===== config.mk =====
export PLATFORM = sky130hd
export DESIGN_NAME = corelet_ctrl_flat
export DESIGN_NICKNAME = d
export VERILOG_FILES = /design/src/rtl/corelet_ctrl_if.sv /design/src/rtl/corelet_ctrl.sv /design/src/flat_wrapper.sv
export SDC_FILE = /design/constraint.sdc
export NUM_CORES = 1
export LEC_CHECK = 0
export ABC_AREA = 1
export BUFFER_PORTS_ARGS = -buffer_cell sky130_fd_sc_hd__buf_2
export CAP_MARGIN = 30
export CORE_MARGIN = 2
export CORE_UTILIZATION = 41
export CTS_BUF_LIST = sky130_fd_sc_hd__clkbuf_2 sky130_fd_sc_hd__clkbuf_4 sky130_fd_sc_hd__clkbuf_8
export DETAILED_ROUTE_END_ITERATION = 16
export PLACE_DENSITY_LB_ADDON = 0.15
export SLEW_MARGIN = 15
export SYNTH_ARGS = -nofsm -noshare
export SYNTH_HDL_FRONTEND = slang
export SYNTH_SLANG_ARGS = --single-unit
export TNS_END_PERCENT = 1

===== constraint.sdc =====
create_clock -name clk -period 2.1 [get_ports clk]
set_input_delay 0.21 -clock clk [delete_from_list [all_inputs] [get_ports clk]]
set_output_delay 0.21 -clock clk [all_outputs]
set_load 0.05 [all_outputs]

===== src/rtl/corelet_ctrl_if.sv =====
// Handshake and bus signals between the host and the corelet sequencer.
// master: host side (issues start/config, reports OFIFO status).
// slave : corelet_ctrl side (drives inst word, SRAM read port, status).
interface corelet_ctrl_if #(
   parameter int addr_w = 11,
   parameter int len_w  = 8
);
   logic              start;
   logic              mode;
   logic [len_w-1:0]  n_act;
   logic [3:0]        n_kij;
   logic              ofifo_valid;
   logic [34:0]       inst;
   logic              xmem_rd;
   logic [addr_w-1:0] xmem_addr;
   logic [3:0]        kij;
   logic              busy;
   logic              done;
   logic              err;

   modport master (
      output start, mode, n_act, n_kij, ofifo_valid,
      input  inst, xmem_rd, xmem_addr, kij, busy, done, err
   );

   modport slave (
      input  start, mode, n_act, n_kij, ofifo_valid,
      output inst, xmem_rd, xmem_addr, kij, busy, done, err
   );
endinterface


===== src/rtl/corelet_ctrl.sv =====
// corelet_ctrl: sequences the 35-bit corelet instruction word through
// load / execute / drain / readout phases for every kernel position of a
// convolution tile, fetching weights and activations from the input SRAM.
// Optional feature macro: CORELET_CTRL_OS_EN (output-stationary mode).
// Without it, mode is forced to WS and inst[4]/inst[34] stay 0.
// Every output is registered from the current state, so outputs trail the
// state register by one cycle; the SRAM write strobes trail xmem_rd by one
// more cycle to cover the SRAM read latency.
module corelet_ctrl #(
   parameter int row      = 8,
   parameter int col      = 8,
   parameter int addr_w   = 11,
   parameter int len_w    = 8,
   parameter int l0_depth = 64,
   parameter int w_base   = 1024
) (
   input logic           clk,
   input logic           reset,
   corelet_ctrl_if.slave bus
);

   typedef enum logic [3:0] {
      IDLE,
      KLOAD,
      KPUSH,
      KGAP,
      ALOAD,
      EXEC,
      DRAIN,
      OREAD,
      NEXT,
      DONE
   } state_t;

   localparam logic [len_w-1:0]  ROW_N    = len_w'(row);
   localparam logic [len_w-1:0]  COL_N    = len_w'(col);
   localparam logic [len_w-1:0]  L0_N     = len_w'(l0_depth);
   localparam logic [addr_w-1:0] W_BASE_A = addr_w'(w_base);
   localparam logic [addr_w-1:0] COL_A    = addr_w'(col);
`ifdef CORELET_CTRL_OS_EN
   localparam logic [len_w-1:0]  RC_N     = len_w'(row + col);
`endif

   state_t            r_state;
   logic [len_w-1:0]  r_cnt;
   logic [len_w-1:0]  r_n_act;
   logic [3:0]        r_n_kij;
   logic [3:0]        r_pass;
   logic [34:0]       r_inst;
   logic              r_xmem_rd;
   logic [addr_w-1:0] r_xmem_addr;
   logic [3:0]        r_kij;
   logic              r_busy;
   logic              r_done;
   logic              r_err;
`ifdef CORELET_CTRL_OS_EN
   logic              r_mode;
   logic              r_rd_os;
`endif

   logic              w_os;
   logic              w_start_ok;
   logic [addr_w-1:0] w_waddr;

`ifdef CORELET_CTRL_OS_EN
   assign w_os = r_mode;
`else
   assign w_os = 1'b0;
`endif

   assign w_start_ok = (bus.n_act != '0) && (bus.n_act <= L0_N) && (bus.n_kij != '0);
   assign w_waddr    = W_BASE_A + (addr_w'(r_pass) * COL_A) + addr_w'(r_cnt);

   assign bus.inst      = r_inst;
   assign bus.xmem_rd   = r_xmem_rd;
   assign bus.xmem_addr = r_xmem_addr;
   assign bus.kij       = r_kij;
   assign bus.busy      = r_busy;
   assign bus.done      = r_done;
   assign bus.err       = r_err;

   // Tile sequencer: state/counter update plus registered outputs.
   always_ff @(posedge clk) begin
      if (reset) begin
         r_state     <= IDLE;
         r_cnt       <= '0;
         r_n_act     <= '0;
         r_n_kij     <= '0;
         r_pass      <= '0;
         r_inst      <= '0;
         r_xmem_rd   <= 1'b0;
         r_xmem_addr <= '0;
         r_kij       <= '0;
         r_busy      <= 1'b0;
         r_done      <= 1'b0;
         r_err       <= 1'b0;
`ifdef CORELET_CTRL_OS_EN
         r_mode      <= 1'b0;
         r_rd_os     <= 1'b0;
`endif
      end else begin
         r_done     <= 1'b0;
         r_err      <= 1'b0;
         r_xmem_rd  <= 1'b0;
         r_inst     <= '0;
         // Delayed strobes: SFP accumulates the word read out one cycle earlier,
         // and the SRAM data of the previous read is written one cycle later.
         r_inst[33] <= r_inst[6];
`ifdef CORELET_CTRL_OS_EN
         r_inst[2]  <= r_xmem_rd & ~r_rd_os;
         r_inst[4]  <= r_xmem_rd & r_rd_os;
         r_inst[34] <= (r_state != IDLE) & r_mode;
         r_rd_os    <= 1'b0;
`else
         r_inst[2]  <= r_xmem_rd;
`endif
         r_busy     <= (r_state != IDLE);
         r_kij      <= r_pass;

         case (r_state)
            IDLE: begin
               if (bus.start) begin
                  if (w_start_ok) begin
                     r_n_act <= bus.n_act;
                     r_n_kij <= bus.n_kij;
`ifdef CORELET_CTRL_OS_EN
                     r_mode  <= bus.mode;
`endif
                     r_pass  <= '0;
                     r_cnt   <= '0;
                     r_state <= KLOAD;
                  end else begin
                     r_err <= 1'b1;
                  end
               end
            end

            // row weight reads, then one flush cycle for the delayed strobe.
            KLOAD: begin
               if (r_cnt < ROW_N) begin
                  r_xmem_rd   <= 1'b1;
                  r_xmem_addr <= w_waddr;
`ifdef CORELET_CTRL_OS_EN
                  r_rd_os     <= w_os;
`endif
                  r_cnt       <= r_cnt + 1'b1;
               end else begin
                  r_cnt   <= '0;
                  r_state <= w_os ? ALOAD : KPUSH;
               end
            end

            KPUSH: begin
               r_inst[3] <= 1'b1;
               r_inst[0] <= 1'b1;
               if (r_cnt == COL_N - 1'b1) begin
                  r_cnt   <= '0;
                  r_state <= KGAP;
               end else begin
                  r_cnt <= r_cnt + 1'b1;
               end
            end

            KGAP: begin
               if (r_cnt == COL_N - 1'b1) begin
                  r_cnt   <= '0;
                  r_state <= ALOAD;
               end else begin
                  r_cnt <= r_cnt + 1'b1;
               end
            end

            // n_act activation reads, then one flush cycle.
            ALOAD: begin
               if (r_cnt < r_n_act) begin
                  r_xmem_rd   <= 1'b1;
                  r_xmem_addr <= addr_w'(r_cnt);
                  r_cnt       <= r_cnt + 1'b1;
               end else begin
                  r_cnt   <= '0;
                  r_state <= EXEC;
               end
            end

            EXEC: begin
               r_inst[3] <= 1'b1;
               r_inst[1] <= 1'b1;
               if (r_cnt == r_n_act - 1'b1) begin
                  r_cnt   <= '0;
                  r_state <= DRAIN;
               end else begin
                  r_cnt <= r_cnt + 1'b1;
               end
            end

            DRAIN: begin
`ifdef CORELET_CTRL_OS_EN
               if (w_os) begin
                  if (r_cnt == RC_N - 1'b1) begin
                     r_cnt   <= '0;
                     r_state <= NEXT;
                  end else begin
                     r_cnt <= r_cnt + 1'b1;
                  end
               end else if (bus.ofifo_valid) begin
                  r_cnt   <= '0;
                  r_state <= OREAD;
               end
`else
               if (bus.ofifo_valid) begin
                  r_cnt   <= '0;
                  r_state <= OREAD;
               end
`endif
            end

            // n_act OFIFO reads, then one cycle for the trailing accumulate.
            OREAD: begin
               if (r_cnt < r_n_act) begin
                  r_inst[6] <= 1'b1;
                  r_cnt     <= r_cnt + 1'b1;
               end else begin
                  r_cnt   <= '0;
                  r_state <= NEXT;
               end
            end

            NEXT: begin
               r_pass <= r_pass + 1'b1;
               if (r_pass == r_n_kij - 1'b1) begin
                  r_state <= DONE;
               end else begin
                  r_state <= KLOAD;
               end
            end

            DONE: begin
               r_done  <= 1'b1;
               r_state <= IDLE;
            end

            default: r_state <= IDLE;
         endcase
      end
   end

endmodule

===== src/flat_wrapper.sv =====
// flat-port wrapper written by rule: the top's interface ports become plain ports
module corelet_ctrl_flat 
#(
   parameter int row      = 8,
   parameter int col      = 8,
   parameter int addr_w   = 11,
   parameter int len_w    = 8,
   parameter int l0_depth = 64,
   parameter int w_base   = 1024
)
  (clk, reset, bus_start, bus_mode, bus_n_act, bus_n_kij, bus_ofifo_valid, bus_inst, bus_xmem_rd, bus_xmem_addr, bus_kij, bus_busy, bus_done, bus_err);
  corelet_ctrl_if #(.addr_w(addr_w), .len_w(len_w)) bus_i ();
  input logic clk;
  input logic reset;
  input wire logic [$bits(bus_i.start)-1:0] bus_start;
  input wire logic [$bits(bus_i.mode)-1:0] bus_mode;
  input wire logic [$bits(bus_i.n_act)-1:0] bus_n_act;
  input wire logic [$bits(bus_i.n_kij)-1:0] bus_n_kij;
  input wire logic [$bits(bus_i.ofifo_valid)-1:0] bus_ofifo_valid;
  output wire logic [$bits(bus_i.inst)-1:0] bus_inst;
  output wire logic [$bits(bus_i.xmem_rd)-1:0] bus_xmem_rd;
  output wire logic [$bits(bus_i.xmem_addr)-1:0] bus_xmem_addr;
  output wire logic [$bits(bus_i.kij)-1:0] bus_kij;
  output wire logic [$bits(bus_i.busy)-1:0] bus_busy;
  output wire logic [$bits(bus_i.done)-1:0] bus_done;
  output wire logic [$bits(bus_i.err)-1:0] bus_err;
  assign bus_i.start = bus_start;
  assign bus_i.mode = bus_mode;
  assign bus_i.n_act = bus_n_act;
  assign bus_i.n_kij = bus_n_kij;
  assign bus_i.ofifo_valid = bus_ofifo_valid;
  assign bus_inst = bus_i.inst;
  assign bus_xmem_rd = bus_i.xmem_rd;
  assign bus_xmem_addr = bus_i.xmem_addr;
  assign bus_kij = bus_i.kij;
  assign bus_busy = bus_i.busy;
  assign bus_done = bus_i.done;
  assign bus_err = bus_i.err;
  corelet_ctrl #(.row(row), .col(col), .addr_w(addr_w), .len_w(len_w), .l0_depth(l0_depth), .w_base(w_base)) u_core (.clk(clk), .reset(reset), .bus(bus_i));
endmodule

# Word-level counts from Yosys, hierarchy flattened
# Cells that the tools add are included.
[word_totals]
reg_bits = 82
inputBits = 17
out_inout_bits = 54
word_cells = 101
[op_classes]
n_addsub = 6
n_lt_le_gt_ge = 3
n_eq_ne = 23
n_mux = 33
bitwise = 3
n_reduce_logical = 19
[ops]
columns = ["op", "n"]
rows = [
  ["8-bit 2-to-1 mux", 7],
  ["4-bit 2-to-1 mux", 12],
  ["8-bit case mux with 6 select lines", 1],
  ["4-bit case mux with 9 select lines", 1],
  ["11-bit 2-to-1 mux", 2],
  ["11-bit case mux with 2 select lines", 1],
  ["4-bit by 3-bit equality test with 1-bit output (second input constant)", 4],
  ["2-bit by 1-bit != test with 1-bit output (second input constant)", 6],
  ["11-bit by 7-bit adder with 11-bit output (first input constant)", 1],
  ["11-bit by 8-bit adder with 11-bit output", 1],
  ["2-bit != test (second input constant)", 5],
  ["3-bit AND reduction", 3],
  ["9-bit AND reduction", 1],
  ["8-bit by 1-bit adder with 8-bit output (second input constant)", 1],
  ["4-bit by 2-bit equality test with 1-bit output (second input constant)", 2],
  ["4-bit equality test (second input constant)", 2],
  ["8-bit by 3-bit equality test with 1-bit output (second input constant)", 1],
  ["8-bit equality test", 1],
  ["8-bit by 7-bit <= comparator with 1-bit output (second input constant)", 1],
  ["8-bit by 4-bit < comparator with 1-bit output (second input constant)", 1],
  ["8-bit < comparator", 1],
  ["4-bit case mux with 2 select lines", 1],
  ["4-bit nonzero test", 2],
  ["8-bit nonzero test", 1],
  ["other kinds (15)", 28],
]

# Logic depth before layout (Yosys ltp)
# Gate-level depths: netlist of the first run.
[logic_depth]
ltp_word = 6
mapped_depth = 14
mapped_depth_nobuf = 14

# Worst setup path after synthesis of the first run
# No wires, ideal clock.
[synth_path]
path_type = "register to register"
start = "register u_core.r_n_act[3]"
end = "register u_core.r_xmem_addr[6], in the netlist u_core.bus.xmem_addr[6]"
setup_ns = 0.086
arrival_ns = 1.703
required_time_ns = 2.014
slack_ns = 0.311
path_stages_with_launch = 13
n_path_buf = 2
synth_period_minus_slack_ns = 1.789
path_cell_list = "dfxtp_1 inv_1 ha_1 a21oi_1 o21ai_1 nand2_1 nor2b_1 buf_4 nand2_1 nand2_1 buf_4 nor2_1 a211oi_1"
[synth_via]
elab_chain_cells = 3
[synth_rtl]
columns = ["item", "line_no", "text"]
rows = [
  ["start: declaration", "corelet_ctrl.sv:46", "logic [len_w-1:0] r_n_act;"],
  ["start signal: assignment", "corelet_ctrl.sv:124", "r_n_act <= bus.n_act;"],
  ["8-bit < comparator", "corelet_ctrl.sv:175", "if (r_cnt < r_n_act) begin"],
  ["2-bit by 1-bit != test with 1-bit output (no source line)", "--", ""],
  ["3-bit AND reduction (no source line)", "--", ""],
  ["end signal: assignment", "corelet_ctrl.sv:142", "r_xmem_addr <= w_waddr;"],
  ["end signal: assignment", "corelet_ctrl.sv:177", "r_xmem_addr <= addr_w'(r_cnt);"],
  ["end: declaration", "corelet_ctrl.sv:51", "logic [addr_w-1:0] r_xmem_addr;"],
]
# No other way between the ends.
# A chain may end at the register's enable or synchronous reset.

# Worst setup path after layout of the first run
[layout_path]
start = "register u_core.r_n_act[2]"
end = "register u_core.r_state[0]"
[layout_via]
elab_chain_cells = 4
word_cells_on_any_way = 7
classes_between = "add/sub: 1; order compare: 1; eq/ne: 4; reduce/logical: 1"
[layout_rtl]
columns = ["item", "line_no", "text"]
rows = [
  ["8-bit by 1-bit subtractor with 8-bit output", "corelet_ctrl.sv:188", "if (r_cnt == r_n_act - 1'b1) begin"],
  ["8-bit equality test", "corelet_ctrl.sv:188", ""],
  ["2-bit by 1-bit != test with 1-bit output (no source line)", "--", ""],
  ["9-bit AND reduction (no source line) *", "--", ""],
  ["end signal: assignment", "corelet_ctrl.sv:149", "r_state <= w_os ? ALOAD : KPUSH;"],
  ["end: declaration", "corelet_ctrl.sv:44", "state_t r_state;"],
]
# Every way passes the cells marked *; elsewhere a longest branch is shown, timed or not.

==> metrics.yaml, run 1 <==
run_status:
  status: "complete, no violations"
cts:
  clock_path_buffers: 2
  cts_setup_buffers: 0
  holdBufCountCts: 0
  h-tree-depth: 2
  cts_root_buf: "clkbuf_8"
  cts_sinks: 52
  path_clk_slew_ns: 0.10
  cts-resized-gates: 0
  clk_latency_ns: 0.30
  numCtsBuffers: 5
  cts_tree: "built"
timing:
  max_freq_mhz: 518
  skew_ns: 0.00781
  period_needed_ns: 1.93
  max-slew-margin-rel_pct: 62.6
  finalSetupViolCount: 0
  rsz0062_at_grt: "no"
  fin_crit_sh_pct: 91.9
  tns_ns: 0
  worst_pin_slew_ns: 0.561
  slew_viol_final: 0
  hold_viol_final: 0
  whs_ns: 0.174
worst_setup_path:
  crit_path_start: "u_core.r_n_act[2]"
  r2r_end: "u_core.r_state[0]"
  path_class: "register to register"
  reg2reg_from: "u_core.r_n_act[2]"
  required_ns: 2.34
  worstPathArrival_ns: 2.17
  endpoint_kind: "register"
  cp-start-kind: "register"
  r2r_cells: 12
  critPathMaxFanout: 9
  rrSetupSlack_ns: 0.17
logic_synthesis:
  yosysSeqAreaShare_pct: 31.2
  synth_ff_type: "dfxtp_1"
  yosys_warnings: 0
  synth_enable_flop_cells: 0
  async_flop_share_pct: 0
  synth_most_common_cell: "nand2_1"
  syn-cell-area_mm2: 0.00334
  syn_area_per_cell_um2: 6.91
  synth_seq_cells: 52
  yosysUniqueCellTypes: 37
  syn-instance-count: 483
  yosys-top-cells-area: "dfxtp_1 (31%), nand2_1 (9.5%), inv_1 (7.5%)"
  yosysTopAreaCell: "dfxtp_1"
  synth_top_cells_by_count: "nand2_1 (84), inv_1 (67), dfxtp_1 (52), nor2_1 (52), o21ai_0 (34)"
  yosysTopAreaCellShare_pct: 31.2
drt:
  drc: 0
  vias: 3042
  avgViaCountPerCell: 4.80
  first_pass_iters: 4
  routed_wl_mm: 8.02
  antenna_left: 0
  post_drt_wl_per_cell_um: 12.7
  drtIter0Drc: 124
grt:
  grt_pass1_vias: 2712
  grt_max_degree: 23
  grt-ovfl-total: 0
  grt_first_pass_wirelength_mm: 12.8
  grtUsageTotal_pct: 18.5
  antenna_found_initial: 0
run:
  drv_cap: 0
floorplan:
  dieArea_mm2: 0.00887
  placementRows: 32
  coreArea_mm2: 0.00781
  ios: 71
  chipWidth_um: 94.2
  initial_core_util_pct: 42.7
  die_h_um: 94.2
cells_and_area:
  regArea_mm2: 0.00104
  drive_gt1_share_pct: 18.0
  n_fill_cell: 831
  areaGrowthSynthToFinish_pct: 10.8
  multi_input_area_mm2: 0.00185
  diodes: 0
  final_nets: 565
worst_hold_path:
  hp-class: "primary input to register"
  worstHoldStart: "bus_start"
  hold_path_end: "u_core.bus.err"
  holdPathStages: 3
power_and_ir_drop:
  power.density_mw_per_mm2: 1010
  ir_worst_vdd_uv: 581
  power.total_w: 0.00374
  p_leak_nw: 1.94
place:
  io_buffers: 39
  place_hpwl_mm: 6.15
  globalplace.congestion: 0.852
## per-layer routing
metal / track usage, % / share of wire [%] / up-vias
li1: - / - / 1578
met1: 25.5 / 49 / 1386
met2: 30.4 / 46 / 74
met3: 2.49 / 4.2 / 4
met4: 4.59 / 0.52 / 0
met5: 0 / 0 / -
## power by group
group	switching, W	total, W	leakage, nW	internal [W]
combinational	0.00137	0.00188	1.47	0.000502
sequential	0.0000950	0.00125	0.423	0.00116
clock	0.000333	0.000615	0.0479	0.000282
total	0.00180	0.00374	1.94	0.00194
## per-stage QoR
stage / instance area [um^2] / worst slack, ns / instances / utilization (%)
6_report: 3700 / 0.171 / 634 / 47.4
3_3_place_gp: 3600 / 0.146 / 626 / 46.1
2_1_floorplan: 3440 / 0.311 / 512 / -
3_5_place_dp: 3600 / 0.0936 / 626 / 46.1
4_1_cts: 3690 / 0.0765 / 634 / 47.3
5_1_grt: 3700 / 0.00776 / 634 / 47.4
## registers in the layout (all words and copies together), names as in the netlist
signal	count
u_core.bus.xmem_addr	10
u_core.r_cnt	8
u_core.r_n_act	8
u_core.bus.inst	6
u_core.bus.kij	4
u_core.r_n_kij	4
u_core.r_pass	4
u_core.r_state	4
u_core.bus.busy	1
u_core.bus.done	1
u_core.bus.err	1
u_core.bus.xmem_rd	1
## worst max-delay path, stage by stage, from the launching register on
cell     delay [ns]
dfxtp_1        0.45
inv_2          0.08
ha_1           0.28
nand2_1        0.05
o21ai_1        0.16
nand2_1        0.06
nor2b_2        0.17
buf_4          0.18
nand2_2        0.13
nand3_4        0.11
nand2_1        0.07
inv_1          0.03
nor2_1         0.09
## how the worst max path moves through the flow
stage                              endpoint  slack (ns)  cells past startpoint
floorplan           u_core.bus.xmem_addr[6]        0.31                     12
global placement          u_core.r_state[2]        0.15                     12
detailed placement        u_core.r_state[0]        0.09                     12
CTS                       u_core.r_state[0]        0.08                     12
global route        u_core.bus.xmem_addr[7]       0.008                     11
finish                    u_core.r_state[0]        0.17                     12
## cell usage in the layout, fill, tap and decap left out, types with 2 or more instances in the layout
cell type and n:
nand3_1 33, nor2_1 52, ha_1 16, nor2_4 3, inv_2 7, clkbuf_8 6
xnor2_1 5, nor2_2 7, nand4_1 15, a21oi_1 26, nor3_1 3, dfxtp_1 51
buf_2 39, xor2_1 10, nand2_1 84, nand2_2 6, nand2_4 2, inv_1 67
conb_1 30, buf_4 14, nand3_2 3, o21ai_0 34, o21ai_1 2
## cells by family after synthesis
group / after synthesis / share of synthesized area, %
AND/OR/NAND/NOR: 215 / 30.5
buffers and inverters: 115 / 16.6
AO/OA/AOI/OAI: 67 / 10.5
flip-flops: 52 / 31.2
adder cells (fa/ha/maj): 17 / 6.60
XOR/XNOR: 16 / 4.43
other: 1 / 0.112
## cell type report
type                            instances  area share [%]
Inverter                               74            7.51
Timing Repair Buffer                   53            8.12
Clock buffer                            7            2.44
Multi-Input combinational cell        345            50.1
Sequential cell                        52            28.2
Tap cell                              102            3.45
Clock inverter                          1           0.203
Power figures use the tool's default switching activity.
==> run 2, diff against run 1 <==
CELL_PAD_IN_SITES_DETAIL_PLACEMENT = 0   (was default)
CELL_PAD_IN_SITES_GLOBAL_PLACEMENT = 1   (was default)
CORE_UTILIZATION = 36   (was 41)
clock period = 1.6 ns   (was 2.1 ns; I/O delays follow)
==> run 2 against run 1 <==
Effect of this change: the flow now finishes with violations (setup timing); critical endpoint is now u_core.bus.xmem_addr[7]; global-route usage is 1.1 points higher; hold slack worse by 0.058 ns; largest cell class unchanged; fmax grew 14%; clock power up 35%.
==> metrics.yaml, run 2 (synthesis results as in run 1) <==
place:
  io_buffers: 39  # unchanged
  place_hpwl_mm: 7.17  # +16%
  globalplace.congestion: 0.870  # +2.1%
  placed_area_mm2: 0.00410  # +14%
cells_and_area:
  areaGrowthSynthToFinish_pct: 32.3
  final_util_pct: 48.4  # +1.1 points
  layout_commonest_cell: "nand2_1"
  n_fill_cell: 950  # +14%
  drive_gt1_share_pct: 35.5  # +17 points
  diodes: 0  # unchanged
  fin_area_mm2: 0.00441  # +19%
  layout_common_cells: "nand2_1 (76), buf_4 (64), inv_1 (56)"
  final_nets: 624  # +10%
  largest_reg_flops: 10  # unchanged
floorplan:
  chipWidth_um: 100  # +6.4%
  coreArea_mm2: 0.00911  # +17%
  placementRows: 35  # +9.4%
  ios: 71  # unchanged
  initial_core_util_pct: 36.6  # -6.1 points
  die_h_um: 100  # +6.4%
  dieArea_mm2: 0.0101  # +13%
worst_setup_path:
  cp.depth: 10  # -2
  slowest_delay_ns: 0.34  # -0.11 ns
  endpoint_kind: "register"
  r2r_end: "u_core.bus.xmem_addr[7]"
  critPathTopFamily: "compound AO/OA/AOI/OAI gates"
  rrSetupSlack_ns: -0.09  # -0.26 ns
  worstPathArrival_ns: 1.94  # -0.23 ns
  crit_buf_inv: 2  # -1
  r2r_cells: 10  # -2
  cp-start-kind: "register"
  required_ns: 1.85  # -0.49 ns
  crit_top_cell: "a21oi_1"
  path_class: "register to register"
  critPathMaxFanout: 5  # -4
  worst_path_max_delay_cell: "dfxtp_2"
  path_cells: "inv_1 > ha_1 > a21oi_1 > o21ai_2 > nor2b_4 > nand2_2 > nand2_4 > buf_6 > o21ai_1 > a21oi_1"
  reg2reg_from: "u_core.r_n_act[7]"
timing:
  skew_ns: 0.00640  # -0.00141 ns
  max_freq_mhz: 591  # +14%
  slew_viol_final: 0  # unchanged
  finalSetupViolCount: 13  # +13
  hold_viol_final: 0  # unchanged
  tns_ns: -0.513  # -0.513 ns
  rsz0062_at_grt: "yes"
  period_needed_ns: 1.69  # -0.236 ns
  worst_slack_ns: -0.0930  # -0.264 ns
  fin_crit_sh_pct: 106  # +14 points
drt:
  antenna_left: 0  # unchanged
  drtIter0Drc: 128  # +3.2%
  drc: 0  # unchanged
  avgViaCountPerCell: 4.65  # -3.2%
  vias: 3262  # +7.2%
  routed_wl_mm: 9.35  # +17%
  first_pass_iters: 4  # unchanged
  post_drt_wl_per_cell_um: 13.3  # +5.3%
worst_hold_path:
  hp-class: "primary input to register"
  worstHoldStart: "bus_start"
  hold_path_end: "u_core.bus.err"
  holdPathStages: 3  # unchanged
grt:
  grt_first_pass_wirelength_mm: 15.5  # +21%
  grt_max_degree: 32  # +39%
  grtUsageTotal_pct: 19.6  # +1.1 points
  antenna_found_initial: 0  # unchanged
  grt-ovfl-total: 0  # unchanged
  grt_pass1_vias: 3103  # +14%
run_status:
  violations: "setup timing"
  status: "finished with violations"
power_and_ir_drop:
  switchingPower_w: 0.00261  # +45%
  pwr-share-comb_pct: 55.1  # +5.0 points
  p_int_w: 0.00298  # +53%
  seq_power_share_pct: 30.1  # -3.4 points
  power.density_mw_per_mm2: 1270  # +25%
  power.total_w: 0.00559  # +49%
  swShare_pct: 46.7  # -1.4 points
  pwr-share-clk_pct: 14.9  # -1.5 points
  p_leak_nw: 2.28  # +17%
  ir_worst_vdd_uv: 807  # +39%
cts:
  cts_tree: "built"
  clock_path_buffers: 2  # unchanged
  clk_latency_ns: 0.31  # about the same
  numCtsBuffers: 5  # unchanged
  cts_root_buf: "clkbuf_8"
  h-tree-depth: 2  # unchanged
  holdBufCountCts: 0  # unchanged
  cts_sinks: 52  # unchanged
  path_clk_slew_ns: 0.10  # about the same
run:
  drv_cap: 0  # unchanged
-- run 2: cell types whose count changed in the layout (fill, tap and decap cells not counted), moves of 8 or more --
cell / before / now
inv_2: 7 / 16
buf_4: 14 / 64
o21ai_0: 34 / 23
dfxtp_2: 1 / 14
o21ai_1: 2 / 12
dfxtp_1: 51 / 37
nor2_1: 52 / 44
inv_1: 67 / 56
nand2_1: 84 / 76
-- run 2: tightest hold or removal path: stages --
cell and delay (ns):
buf_2 0.11, nand4_1 0.09, inv_1 0.03
-- run 2: worst max-delay path by stage --
stage,startpoint,to,slack (ns)
3_5_place_dp,u_core.r_cnt[3],u_core.bus.xmem_addr[7],-0.24
2_1_floorplan,u_core.r_n_act[3],u_core.bus.xmem_addr[6],-0.05
5_1_grt,u_core.r_n_act[7],u_core.bus.xmem_addr[0],-0.18
3_3_place_gp,u_core.r_cnt[3],u_core.r_state[0],-0.20
6_report,u_core.r_n_act[7],u_core.bus.xmem_addr[7],-0.09
4_1_cts,u_core.r_n_act[3],u_core.r_state[1],-0.09
-- run 2: area by class of cell --
| cell class | count | area (um^2) | area share [%] |
|---|---|---|---|
| Sequential cell | 52 | 1060 | 24.1 |
| Clock inverter | 2 | 13.8 | 0.312 |
| Tap cell | 111 | 139 | 3.15 |
| Clock buffer | 6 | 82.6 | 1.87 |
| Multi-Input combinational cell | 345 | 2040 | 46.2 |
| Inverter | 74 | 283 | 6.41 |
| Timing Repair Buffer | 112 | 795 | 18.0 |
-- run 2: stage by stage --
step / hold slack [ns] / instances / setup slack (ns)
after floorplan: 0.243 / 512 / -0.0549
after global routing: 0.119 / 702 / -0.182
after detailed placement: 0.414 / 690 / -0.242
final: 0.116 / 702 / -0.0930
after global placement: 0.412 / 690 / -0.199
after CTS: 0.115 / 701 / -0.0850
-- run 2: power groups by stage --
stage                     Clock, W  Sequential, W  Combinational, W
after floorplan                  0        0.00221           0.00144
after global placement           0        0.00170           0.00275
after detailed placement         0        0.00170           0.00277
final                     0.000830        0.00168           0.00308
after CTS                 0.000855        0.00167           0.00294
after global routing      0.000902        0.00170           0.00336
-- run 2: metal layers --
metal | up-vias | share of wire [%] | global-route usage [%]
met2 | 71 | 48 | 32.9
li1 | 1696 | - | -
met3 | 14 | 3.3 | 2.79
met5 | - | 0 | 0
met4 | 0 | 2.3 | 5.90
met1 | 1481 | 47 | 26.2
-- run 2: repair_timing --
item | 4_1_cts | 5_1_grt
cloned | 0 | 1
setup endpoints to repair | 24 | 36
gates resized for setup | 36 | 32
pin swaps | 16 | 24
buffers inserted | 3 | 0
